===== config.mk =====
export PLATFORM = sky130hd
export DESIGN_NAME = div_issue_ctrl
export DESIGN_NICKNAME = d
export VERILOG_FILES = /design/src/rtl/div_issue_ctrl_pkg.sv /design/src/rtl/div_issue_ctrl.sv
export SDC_FILE = /design/constraint.sdc
export NUM_CORES = 1
export LEC_CHECK = 0
export ABC_CLOCK_PERIOD_IN_PS = 2900
export CELL_PAD_IN_SITES_DETAIL_PLACEMENT = 1
export CELL_PAD_IN_SITES_GLOBAL_PLACEMENT = 2
export CORE_ASPECT_RATIO = 1.5
export CORE_MARGIN = 2
export CORE_UTILIZATION = 24
export DETAILED_ROUTE_END_ITERATION = 10
export GPL_ROUTABILITY_DRIVEN = 1
export PLACE_DENSITY_LB_ADDON = 0.1
export SETUP_SLACK_MARGIN = 0.02
export SYNTH_ARGS = -nofsm -noshare
export SYNTH_HDL_FRONTEND = slang
export SYNTH_SLANG_ARGS = --single-unit

===== constraint.sdc =====
create_clock -name clk -period 2.9 [get_ports clk]
set_input_delay 0.435 -clock clk [delete_from_list [all_inputs] [get_ports clk]]
set_output_delay 0.435 -clock clk [all_outputs]
set_load 0.05 [all_outputs]

===== src/rtl/div_issue_ctrl_pkg.sv =====
// div_issue_ctrl_pkg
// Shared CPU definitions used by the divider issue controller:
//   - one-hot state encodings of the issue FSM
//   - bit positions inside the 2-bit divide opcode (in_op)
package div_issue_ctrl_pkg;

  localparam int DATA_W = 32;
  localparam int DEST_W = 5;

  // One-hot FSM encodings
  localparam logic [3:0] ST_IDLE  = 4'b0001;
  localparam logic [3:0] ST_BUSY  = 4'b0010;
  localparam logic [3:0] ST_DRAIN = 4'b0100;
  localparam logic [3:0] ST_HOLD  = 4'b1000;

  // in_op bit positions: bit1 = unsigned(1)/signed(0), bit0 = mod(1)/div(0)
  localparam int OP_UNSIGNED_BIT = 1;
  localparam int OP_MOD_BIT      = 0;

endpackage


===== src/rtl/div_issue_ctrl.sv =====
// div_issue_ctrl
// Issue/retire controller that sits between ID/EXE and a multi-cycle divider.
// It latches one divide/modulo op, holds the request to the divider until the
// divider pulses div_done, and presents the result to MEM until accepted.
// A flush while the divider is running cannot abort the divider, so the
// controller drains the pending completion and discards it.
//
// Ports
//   clk, rst                 clock, synchronous active-high reset
//   in_valid/in_ready        upstream op handshake
//   in_src1/in_src2          dividend / divisor
//   in_op                    bit1 unsigned, bit0 modulo
//   in_dest                  destination tag
//   flush                    kills the in-flight op
//   out_valid/out_ready      result handshake toward MEM
//   out_result/out_dest      captured result and its tag
//   busy                     controller not idle
//   div_src1/div_src2        latched operands to divider
//   div_is_s/div_is_u        divider request, signed / unsigned
//   div_or_mod               1 = quotient, 0 = remainder
//   div_result/div_done      divider result and one-cycle completion pulse
//
// state | meaning
// IDLE  | ready to accept an op
// BUSY  | request held to divider, waiting for div_done
// DRAIN | flushed while divider running; wait for div_done and discard
// HOLD  | result presented on out_*, waiting for out_ready
module div_issue_ctrl
  import div_issue_ctrl_pkg::*;
(
  input  logic        clk,
  input  logic        rst,
  input  logic        in_valid,
  output logic        in_ready,
  input  logic [31:0] in_src1,
  input  logic [31:0] in_src2,
  input  logic [1:0]  in_op,
  input  logic [4:0]  in_dest,
  input  logic        flush,
  output logic        out_valid,
  input  logic        out_ready,
  output logic [31:0] out_result,
  output logic [4:0]  out_dest,
  output logic        busy,
  output logic [31:0] div_src1,
  output logic [31:0] div_src2,
  output logic        div_is_s,
  output logic        div_is_u,
  output logic        div_or_mod,
  input  logic [31:0] div_result,
  input  logic        div_done
);

  logic [3:0]  state_q, state_d;
  logic [31:0] src1_q, src1_d;
  logic [31:0] src2_q, src2_d;
  logic [1:0]  op_q, op_d;
  logic [4:0]  dest_q, dest_d;
  logic [31:0] result_q, result_d;

  logic accept;
  logic req_active;

  assign in_ready   = (state_q == ST_IDLE);
  assign accept     = in_valid & in_ready & ~flush;
  assign req_active = (state_q == ST_BUSY) | (state_q == ST_DRAIN);

  always_comb begin
    state_d  = state_q;
    src1_d   = src1_q;
    src2_d   = src2_q;
    op_d     = op_q;
    dest_d   = dest_q;
    result_d = result_q;
    case (state_q)
      ST_IDLE: begin
        if (accept) begin
          src1_d  = in_src1;
          src2_d  = in_src2;
          op_d    = in_op;
          dest_d  = in_dest;
          state_d = ST_BUSY;
        end
      end
      ST_BUSY: begin
        if (div_done && !flush) begin
          result_d = div_result;
          state_d  = ST_HOLD;
        end else if (div_done) begin
          state_d = ST_IDLE;
        end else if (flush) begin
          state_d = ST_DRAIN;
        end
      end
      ST_DRAIN: begin
        // flush is irrelevant here; the pending completion is discarded anyway
        if (div_done) state_d = ST_IDLE;
      end
      ST_HOLD: begin
        if (flush || out_ready) state_d = ST_IDLE;
      end
      default: state_d = ST_IDLE;
    endcase
  end

  always_ff @(posedge clk) begin
    if (rst) begin
      state_q  <= ST_IDLE;
      src1_q   <= '0;
      src2_q   <= '0;
      op_q     <= '0;
      dest_q   <= '0;
      result_q <= '0;
    end else begin
      state_q  <= state_d;
      src1_q   <= src1_d;
      src2_q   <= src2_d;
      op_q     <= op_d;
      dest_q   <= dest_d;
      result_q <= result_d;
    end
  end

  assign busy       = (state_q != ST_IDLE);
  assign out_valid  = (state_q == ST_HOLD);
  assign out_result = result_q;
  assign out_dest   = dest_q;
  assign div_src1   = src1_q;
  assign div_src2   = src2_q;
  assign div_is_s   = req_active & ~op_q[OP_UNSIGNED_BIT];
  assign div_is_u   = req_active &  op_q[OP_UNSIGNED_BIT];
  assign div_or_mod = ~op_q[OP_MOD_BIT];

endmodule

==> flow_summary.html, run 1 <==
<table>
<tr><th>Metric</th><th>Value</th></tr>
<tr><th colspan="2">Placement</th></tr>
<tr><td>Minimum setup slack after placement</td><td>582 ps</td></tr>
<tr><td>Routability-driven placement congestion ratio</td><td>0.758</td></tr>
<tr><td>Sum of net half-perimeters after detailed placement</td><td>10400 um</td></tr>
<tr><td>Number of buffers added on ports</td><td>215</td></tr>
<tr><th colspan="2">STA</th></tr>
<tr><td>Max transition margin</td><td>62.1%</td></tr>
<tr><td>Final number of hold-violating endpoints</td><td>0</td></tr>
<tr><td>Final critical-path required period</td><td>2480 ps</td></tr>
<tr><td>Fmax achieved</td><td>402 MHz</td></tr>
<tr><td>Final clock skew</td><td>10.0 ps</td></tr>
<tr><td>Fin. max-slew vios</td><td>0</td></tr>
<tr><td>Final cycle utilization of the critical path</td><td>85.7%</td></tr>
<tr><td>Unrepaired setup endpoints after global routing</td><td>false</td></tr>
<tr><td>Setup tns final</td><td>0 ps</td></tr>
<tr><td>Worst Tran Pin Value</td><td>567 ps</td></tr>
<tr><td>Final Setup Violations</td><td>0</td></tr>
<tr><td>Final Worst Setup Slack</td><td>415 ps</td></tr>
<tr><td>Minimum hold slack</td><td>457 ps</td></tr>
<tr><th colspan="2">Clock network</th></tr>
<tr><td>Num CTS Buffers</td><td>9</td></tr>
<tr><td>Clk Latency, worst-skew pair</td><td>roughly 350 ps</td></tr>
<tr><td>TritonCTS clock tree</td><td>yes</td></tr>
<tr><td>Post-CTS Setup Bufs</td><td>0</td></tr>
<tr><td>Clock Pin Slew Worst Setup and Hold Paths</td><td>70 ps</td></tr>
<tr><td>CTS Sinks</td><td>107</td></tr>
<tr><td>Resize count post-CTS</td><td>0</td></tr>
<tr><td>Hold-fix buffers, CTS</td><td>0</td></tr>
<tr><td>CTS Root Cell</td><td>sky130_fd_sc_hd__clkbuf_16</td></tr>
<tr><td>Longest Clk Path Bufs</td><td>2</td></tr>
<tr><td>CTS H-Tree Depth</td><td>3</td></tr>
<tr><th colspan="2">Synth</th></tr>
<tr><td>Compound-gate portion of the synthesized area</td><td>about a fifth</td></tr>
<tr><td>Synthesized-area fraction occupied by adder cells</td><td>0%</td></tr>
<tr><td>Post-synthesis cell type with the largest combined area</td><td>sky130_fd_sc_hd__dfxtp_1</td></tr>
<tr><td>Share of the synthesized netlist area taken by xor and xnor gates</td><td>less than 1%</td></tr>
<tr><td>Combinational family with the most area after synthesis</td><td>simple AND/OR/NAND/NOR gates</td></tr>
<tr><td>Number of standard cells after synthesis</td><td>between 400 and 500</td></tr>
<tr><td>Synth warnings</td><td>0</td></tr>
<tr><td>Synth Area in Simple Gates</td><td>25.0%</td></tr>
<tr><td>Post-synthesis mux area share</td><td>0%</td></tr>
<tr><td>Mapped cell area</td><td>between 0.004 and 0.005 mm^2</td></tr>
<tr><td>Total of flip-flops plus latches after synthesis</td><td>107</td></tr>
<tr><td>Sequential-to-total area share from yosys stat</td><td>48.8%</td></tr>
<tr><td>Number of library cell types mapped by synthesis</td><td>30</td></tr>
<tr><td>Area share of the leading cell type in the synthesized netlist</td><td>48.8%</td></tr>
<tr><td>Area contributors post-synth</td><td>sky130_fd_sc_hd__dfxtp_1 (49%), sky130_fd_sc_hd__a21oi_2 (14%), sky130_fd_sc_hd__nand2_1 (12%)</td></tr>
<tr><td>Mapped Nets</td><td>596</td></tr>
<tr><td>Average instance area after synthesis</td><td>9.02 um^2</td></tr>
<tr><th colspan="2">Floorplan</th></tr>
<tr><td>Core region area</td><td>0.0179 mm^2</td></tr>
<tr><td>Initial Utilization</td><td>24.5%</td></tr>
<tr><td># rows</td><td>60</td></tr>
<tr><td>Die X-Extent</td><td>114 um</td></tr>
<tr><td>I/O Pins</td><td>~220</td></tr>
<tr><td>Floorplan die height</td><td>170 um</td></tr>
<tr><td>Floorplan die area</td><td>0.0194 mm^2</td></tr>
<tr><th colspan="2">Global routing</th></tr>
<tr><td>Vias in the first global route</td><td>4250</td></tr>
<tr><td>Maximum number of pins on one net before global-route repair</td><td>49</td></tr>
<tr><td>Wire length of the first global-routing pass</td><td>22600 um</td></tr>
<tr><td>Initial antenna violation count</td><td>0</td></tr>
<tr><td>Congestion Overflow GR</td><td>0</td></tr>
<tr><td>Global-route total usage across every layer</td><td>between 10 and 15%</td></tr>
<tr><th colspan="2">Power and ir drop</th></tr>
<tr><td>Total power</td><td>0.00363 W</td></tr>
<tr><td>Leak Pwr</td><td>2.28 nW</td></tr>
<tr><td>Worst ir drop on vdd</td><td>0.255 mV</td></tr>
<tr><td>Pwr Density</td><td>523 mW/mm^2</td></tr>
<tr><th colspan="2">Critical path</th></tr>
<tr><td>Register-to-Register Path Depth</td><td>7</td></tr>
<tr><td>Element type at the critical path end</td><td>output port</td></tr>
<tr><td>Register-to-register setup slack</td><td>1020 ps</td></tr>
<tr><td>Startpoint type of the worst setup path</td><td>flip-flop</td></tr>
<tr><td>CP Class</td><td>reg -&gt; out</td></tr>
<tr><td>Critical R2R Launch</td><td>state_q[3]</td></tr>
<tr><td>End of the worst register-to-register path</td><td>div_src1[1]</td></tr>
<tr><td>Critical Path AT</td><td>2050 ps</td></tr>
<tr><td>Critical path launch point</td><td>state_q[1]</td></tr>
<tr><td>Crit path required time</td><td>2470 ps</td></tr>
<tr><td>Critical-path maximum fanout</td><td>7</td></tr>
<tr><th colspan="2">Worst hold path</th></tr>
<tr><td>Hold_sp</td><td>out_result[8]</td></tr>
<tr><td>Hold path endpoint</td><td>out_result[8]</td></tr>
<tr><td>Hold Path Depth</td><td>2</td></tr>
<tr><td>Type of the tightest min-delay check</td><td>reg -&gt; reg</td></tr>
<tr><th colspan="2">Drt</th></tr>
<tr><td>Drt drc</td><td>0</td></tr>
<tr><td>Drt total wl</td><td>14400 um</td></tr>
<tr><td>Number of nets still failing antenna checks after routing</td><td>0</td></tr>
<tr><td>Routed wire length per instance</td><td>15.9 um</td></tr>
<tr><td>Number of search-and-repair iterations in the first detailed-routing pass</td><td>4</td></tr>
<tr><td>DR vias</td><td>3978</td></tr>
<tr><td>1st-iter DRT viols</td><td>80</td></tr>
<tr><td>Post-DR vias/cell</td><td>4.39</td></tr>
<tr><th colspan="2">Finish</th></tr>
<tr><td>Finished Core Util</td><td>38.7%</td></tr>
<tr><td>Area growth from synthesis to layout</td><td>58.1%</td></tr>
<tr><td>Flip-flop and latch area</td><td>approximately 0.0021 mm^2</td></tr>
<tr><td>Post-layout net count</td><td>796</td></tr>
<tr><td>Fillers</td><td>2077</td></tr>
<tr><td>Antenna diode count</td><td>0</td></tr>
<tr><td>Most used cells in the layout excluding fill and tap cells</td><td>sky130_fd_sc_hd__clkdlybuf4s50_1 (214), sky130_fd_sc_hd__nand2_1 (137), sky130_fd_sc_hd__dfxtp_1 (107)</td></tr>
<tr><td>Most common library cell in the layout ignoring fill and taps</td><td>sky130_fd_sc_hd__clkdlybuf4s50_1</td></tr>
<tr><td>Share of final-layout standard cells stronger than drive strength 1</td><td>24.2%</td></tr>
<tr><td>Area of the multi-input gates</td><td>0.00194 mm^2</td></tr>
<tr><th colspan="2">Outcome</th></tr>
<tr><td>Result of the run</td><td>finished clean</td></tr>
<tr><th colspan="2">Job</th></tr>
<tr><td>Number of maximum-capacitance violations</td><td>0</td></tr>
</table>
## how the worst max path moves through the flow
stage / to / slack (ps) / cells past startpoint
2_1_floorplan: div_is_s / 460 / 2
4_1_cts: div_is_s / 390 / 3
6_report: div_is_s / 420 / 3
3_3_place_gp: op_q[1] / 610 / 6
3_5_place_dp: div_src1[1] / 580 / 6
5_1_grt: div_is_s / 330 / 3
## area by class of cell
class,count,area share [%]
Timing Repair Buffer,223,32.7
Clock inverter,4,1.10
Inverter,3,0.180
Multi-Input combinational cell,343,27.9
Sequential cell,107,30.8
Clock buffer,10,3.30
Tap cell,217,3.91
## kinds of logic after synthesis
| kind of cell | after synthesis |
|---|---|
| xor gates and xnor gates | 1 |
| buffers and inverters | 37 |
| AOI/OAI and AO/OA | 111 |
| DFF | 107 |
| and+or+nand+nor | 231 |
## Yosys cell counts
| cell type | number |
|---|---|
| sky130_fd_sc_hd__nor3_1 | 2 |
| sky130_fd_sc_hd__clkinv_2 | 1 |
| sky130_fd_sc_hd__a211o_1 | 1 |
| sky130_fd_sc_hd__inv_1 | 2 |
| sky130_fd_sc_hd__buf_6 | 3 |
| sky130_fd_sc_hd__buf_2 | 11 |
| sky130_fd_sc_hd__clkbuf_1 | 11 |
| sky130_fd_sc_hd__nor2_1 | 5 |
| sky130_fd_sc_hd__o22ai_1 | 1 |
| sky130_fd_sc_hd__buf_12 | 8 |
| sky130_fd_sc_hd__and3b_1 | 1 |
| sky130_fd_sc_hd__nand2b_1 | 2 |
| sky130_fd_sc_hd__buf_4 | 1 |
| sky130_fd_sc_hd__dfxtp_1 | 107 |
| sky130_fd_sc_hd__a21oi_1 | 34 |
| sky130_fd_sc_hd__and3_1 | 3 |
| sky130_fd_sc_hd__xnor2_1 | 1 |
| sky130_fd_sc_hd__nand3_1 | 2 |
| sky130_fd_sc_hd__nor2b_4 | 1 |
| sky130_fd_sc_hd__nor4_1 | 1 |
| sky130_fd_sc_hd__and2_4 | 1 |
| sky130_fd_sc_hd__nor3b_1 | 2 |
| sky130_fd_sc_hd__a21oi_2 | 70 |
| sky130_fd_sc_hd__a21o_1 | 1 |
| sky130_fd_sc_hd__o21ai_0 | 2 |
| sky130_fd_sc_hd__nor2b_1 | 2 |
| sky130_fd_sc_hd__nand2_2 | 72 |
| sky130_fd_sc_hd__nand2_1 | 137 |
| sky130_fd_sc_hd__o2bb2ai_1 | 1 |
| sky130_fd_sc_hd__a211oi_1 | 1 |
## stage by stage
stage,instance area (um^2),instances
after floorplan,4390,487
after global placement,6640,893
after detailed placement,6640,893
after CTS,6940,907
after global routing,6940,907
final,6940,907
## worst max-delay path, stage by stage (launching register included)
cell                              delay [ps]
sky130_fd_sc_hd__dfxtp_1                 510
sky130_fd_sc_hd__xnor2_1                 140
sky130_fd_sc_hd__nor4_1                  190
sky130_fd_sc_hd__clkdlybuf4s50_1         870
## sequential cells by signal (all words and copies together), names as in the netlist
register,count
div_src1,32
op_q,2
div_src2,32
out_dest,5
state_q,4
out_result,32
## power breakdown
| group | total [W] | switching [W] | internal, W |
|---|---|---|---|
| Clock | 0.00130 | 0.000549 | 0.000752 |
| Combinational | 0.000770 | 0.000451 | 0.000319 |
| Sequential | 0.00156 | 0.0000359 | 0.00153 |
## metal layers
metal / vias up / global-route usage, % / share of wire (%)
li1: 1958 / - / -
met1: 1886 / 16.2 / 39
met2: 128 / 27.1 / 53
met3: 6 / 5.14 / 7.6
met4: 0 / 3.34 / 0.96
met5: - / 0 / 0
Note: power is estimated with default switching activity, not from simulation.
==> run 2: changes to the inputs <==
--- a/config.mk
+++ b/config.mk
@@ -9,12 +9,12 @@
 export CELL_PAD_IN_SITES_DETAIL_PLACEMENT = 1
 export CELL_PAD_IN_SITES_GLOBAL_PLACEMENT = 2
 export CORE_ASPECT_RATIO = 1.5
-export CORE_MARGIN = 2
 export CORE_UTILIZATION = 24
 export DETAILED_ROUTE_END_ITERATION = 10
 export GPL_ROUTABILITY_DRIVEN = 1
 export PLACE_DENSITY_LB_ADDON = 0.1
 export SETUP_SLACK_MARGIN = 0.02
+export SLEW_MARGIN = 20
 export SYNTH_ARGS = -nofsm -noshare
 export SYNTH_HDL_FRONTEND = slang
 export SYNTH_SLANG_ARGS = --single-unit
==> flow_summary.html, run 2 (synthesized netlist as in run 1, its figures left out) <==
<table>
<tr><th>Metric</th><th>Value</th></tr>
<tr><th colspan="2">Global routing</th></tr>
<tr><td>Vias in the first global route</td><td>4241 (was 4250)</td></tr>
<tr><td>Global-route total usage across every layer</td><td>15.1% (was 14.8%)</td></tr>
<tr><td>Layer with the highest usage after global routing</td><td>met2 (unchanged)</td></tr>
<tr><td>Congestion Overflow GR</td><td>0 (unchanged)</td></tr>
<tr><td>Initial antenna violation count</td><td>0 (unchanged)</td></tr>
<tr><td>Wire length of the first global-routing pass</td><td>22300 um (was 22600 um)</td></tr>
<tr><td>Met2 Use GR</td><td>27.8% (was 27.1%)</td></tr>
<tr><td>Met3 Use GR</td><td>5.14% (about the same)</td></tr>
<tr><td>Maximum number of pins on one net before global-route repair</td><td>66 (was 49)</td></tr>
<tr><td>Met1 global-route usage</td><td>16.1% (was 16.2%)</td></tr>
<tr><th colspan="2">Placement</th></tr>
<tr><td>Minimum setup slack after placement</td><td>741 ps (was 582 ps)</td></tr>
<tr><td>Number of buffers added on ports</td><td>215 (unchanged)</td></tr>
<tr><td>Placement-stage cell area</td><td>0.00661 mm^2 (was 0.00664 mm^2)</td></tr>
<tr><td>Sum of net half-perimeters after detailed placement</td><td>10000 um (was 10400 um)</td></tr>
<tr><td>Routability-driven placement congestion ratio</td><td>0.743 (was 0.758)</td></tr>
<tr><th colspan="2">Clock network</th></tr>
<tr><td>CTS Sinks</td><td>107 (unchanged)</td></tr>
<tr><td>CTS Root Cell</td><td>sky130_fd_sc_hd__clkbuf_16 (unchanged)</td></tr>
<tr><td>Longest Clk Path Bufs</td><td>2 (unchanged)</td></tr>
<tr><td>Clock Pin Slew Worst Setup and Hold Paths</td><td>70 ps (about the same)</td></tr>
<tr><td>Clk Latency, worst-skew pair</td><td>350 ps (about the same)</td></tr>
<tr><td>CTS H-Tree Depth</td><td>3 (unchanged)</td></tr>
<tr><td>Resize count post-CTS</td><td>0 (unchanged)</td></tr>
<tr><td>Hold-fix buffers, CTS</td><td>0 (unchanged)</td></tr>
<tr><td>Num CTS Buffers</td><td>9 (unchanged)</td></tr>
<tr><td>Post-CTS Setup Bufs</td><td>0 (unchanged)</td></tr>
<tr><td>TritonCTS clock tree</td><td>yes (unchanged)</td></tr>
<tr><th colspan="2">Finish</th></tr>
<tr><td>Post-route standard cell area excluding fillers</td><td>0.00694 mm^2 (about the same)</td></tr>
<tr><td>Antenna diode count</td><td>0 (unchanged)</td></tr>
<tr><td>Most used cells in the layout excluding fill and tap cells</td><td>sky130_fd_sc_hd__clkdlybuf4s50_1 (214), sky130_fd_sc_hd__nand2_1 (137), sky130_fd_sc_hd__dfxtp_1 (107) (unchanged)</td></tr>
<tr><td>Post-layout net count</td><td>796 (unchanged)</td></tr>
<tr><td>Area growth from synthesis to layout</td><td>58.0% (was 58.1%)</td></tr>
<tr><td>Finished Core Util</td><td>38.7% (about the same)</td></tr>
<tr><td>Share of final-layout standard cells stronger than drive strength 1</td><td>24.6% (was 24.2%)</td></tr>
<tr><td>Most common library cell in the layout ignoring fill and taps</td><td>sky130_fd_sc_hd__clkdlybuf4s50_1 (unchanged)</td></tr>
<tr><th colspan="2">STA</th></tr>
<tr><td>Final clock skew</td><td>8.95 ps (was 10.0 ps)</td></tr>
<tr><td>Final cycle utilization of the critical path</td><td>83.9% (was 85.7%)</td></tr>
<tr><td>Final Setup Violations</td><td>0 (unchanged)</td></tr>
<tr><td>Worst Tran Pin Value</td><td>553 ps (was 567 ps)</td></tr>
<tr><td>Final Worst Setup Slack</td><td>466 ps (was 415 ps)</td></tr>
<tr><td>Setup tns final</td><td>0 ps (unchanged)</td></tr>
<tr><td>Final number of hold-violating endpoints</td><td>0 (unchanged)</td></tr>
<tr><td>Max transition margin</td><td>63.0% (was 62.1%)</td></tr>
<tr><td>Unrepaired setup endpoints after global routing</td><td>false (unchanged)</td></tr>
<tr><td>Final critical-path required period</td><td>2430 ps (was 2480 ps)</td></tr>
<tr><td>Fmax achieved</td><td>411 MHz (was 402 MHz)</td></tr>
<tr><td>Fin. max-slew vios</td><td>0 (unchanged)</td></tr>
<tr><th colspan="2">Drt</th></tr>
<tr><td>Drt total wl</td><td>13800 um (was 14400 um)</td></tr>
<tr><td>Drt drc</td><td>0 (unchanged)</td></tr>
<tr><td>Number of nets still failing antenna checks after routing</td><td>0 (unchanged)</td></tr>
<tr><td>Post-DR vias/cell</td><td>4.38 (was 4.39)</td></tr>
<tr><td>Number of search-and-repair iterations in the first detailed-routing pass</td><td>4 (unchanged)</td></tr>
<tr><td>Routed wire length per instance</td><td>15.2 um (was 15.9 um)</td></tr>
<tr><td>DR vias</td><td>3983 (was 3978)</td></tr>
<tr><td>1st-iter DRT viols</td><td>72 (was 80)</td></tr>
<tr><th colspan="2">Power and ir drop</th></tr>
<tr><td>Switch Pwr</td><td>0.00107 W (was 0.00104 W)</td></tr>
<tr><td>Pwr Density</td><td>529 mW/mm^2 (was 523 mW/mm^2)</td></tr>
<tr><td>Register share of total power</td><td>42.6% (was 43.0%)</td></tr>
<tr><td>Proportion of power drawn by the clock network</td><td>36.7% (was 35.8%)</td></tr>
<tr><td>Switching Fraction</td><td>29.1% (was 28.5%)</td></tr>
<tr><td>Combinational group share of total power</td><td>20.7% (was 21.2%)</td></tr>
<tr><td>Worst ir drop on vdd</td><td>0.276 mV (was 0.255 mV)</td></tr>
<tr><td>Cell-internal power</td><td>0.00260 W (about the same)</td></tr>
<tr><td>Leak Pwr</td><td>2.28 nW (about the same)</td></tr>
<tr><th colspan="2">Critical path</th></tr>
<tr><td>CP Class</td><td>reg -&gt; out (unchanged)</td></tr>
<tr><td>CP top delay family</td><td>buffers and inverters (unchanged)</td></tr>
<tr><td>Startpoint type of the worst setup path</td><td>flip-flop (unchanged)</td></tr>
<tr><td>Critical Path AT</td><td>2000 ps (was 2050 ps)</td></tr>
<tr><td>Critical-path maximum fanout</td><td>7 (unchanged)</td></tr>
<tr><td>Delay of the slowest cell on the worst path</td><td>830 ps (was 870 ps)</td></tr>
<tr><td>Slowest cell on crit path</td><td>sky130_fd_sc_hd__clkdlybuf4s50_1 (unchanged)</td></tr>
<tr><td>Element type at the critical path end</td><td>output port (unchanged)</td></tr>
<tr><td>Cells traversed along the worst timing path</td><td>xnor2_1 -&gt; and3b_1 -&gt; clkdlybuf4s50_1 (was xnor2_1 -&gt; nor4_1 -&gt; clkdlybuf4s50_1)</td></tr>
<tr><td>Buffering stage count on the worst path with inverters included</td><td>1 (unchanged)</td></tr>
<tr><td>Crit path required time</td><td>2470 ps (about the same)</td></tr>
<tr><th colspan="2">Floorplan</th></tr>
<tr><td># rows</td><td>60 (unchanged)</td></tr>
<tr><td>Core region area</td><td>0.0179 mm^2 (unchanged)</td></tr>
<tr><td>Initial Utilization</td><td>24.5% (unchanged)</td></tr>
<tr><td>Floorplan die height</td><td>168 um (was 170 um)</td></tr>
<tr><td>Die X-Extent</td><td>112 um (was 114 um)</td></tr>
<tr><td>Floorplan die area</td><td>0.0189 mm^2 (was 0.0194 mm^2)</td></tr>
<tr><td>I/O Pins</td><td>216 (unchanged)</td></tr>
<tr><th colspan="2">Worst hold path</th></tr>
<tr><td>Type of the tightest min-delay check</td><td>reg -&gt; reg (unchanged)</td></tr>
<tr><th colspan="2">Outcome</th></tr>
<tr><td>Result of the run</td><td>finished clean (unchanged)</td></tr>
<tr><th colspan="2">Job</th></tr>
<tr><td>Number of maximum-capacitance violations</td><td>0 (unchanged)</td></tr>
</table>
==> run 2: worst paths after layout <==
| path | cells after the start | slack (ps) | start | endpoint |
|---|---|---|---|---|
| hold reg to reg | 2 | 460 | out_result[31] | out_result[31] |
| hold / removal | 2 | 460 | out_result[31] | out_result[31] |
| setup reg to reg | 7 | 1220 | state_q[0] | div_src2[6] |
| setup / recovery | 3 | 470 | state_q[1] | div_is_u |
==> run 2: layer usage <==
layer  share of wire (%)  up-vias
met2                  52      129
met5                   0        -
met3                 7.3        9
met1                  40     1881
li1                    -     1964
met4                 1.0        0
==> run 2: tightest hold or removal path: stages, from the launching register on <==
cell	delay, ps
sky130_fd_sc_hd__dfxtp_1	310
sky130_fd_sc_hd__nand2_1	50
sky130_fd_sc_hd__a21oi_1	50
==> run 2: area by class of cell <==
cell class | count | area (um^2)
fill | 2086 | 11000
tap | 217 | 272
multi-input combinational | 343 | 1940
clock inverter | 7 | 100
clock buffer | 9 | 225
sequential | 107 | 2140
inverter | 3 | 12.5
timing repair buffer | 223 | 2250
==> run 2: stage by stage <==
step                instances  total power [W]  hold slack [ps]
detailed placement        893          0.00237              447
floorplan                 487          0.00206              448
global route              909          0.00385              484
finish                    909          0.00367              456
CTS                       909          0.00375              457
global placement          893          0.00236              441
==> run 2: power by group through the flow <==
stage	sequential, W	combinational (W)	clock, W
after CTS	0.00156	0.000776	0.00141
after detailed placement	0.00160	0.000773	0
after floorplan	0.00178	0.000279	0
after global routing	0.00157	0.000811	0.00147
final	0.00156	0.000761	0.00135
after global placement	0.00159	0.000768	0
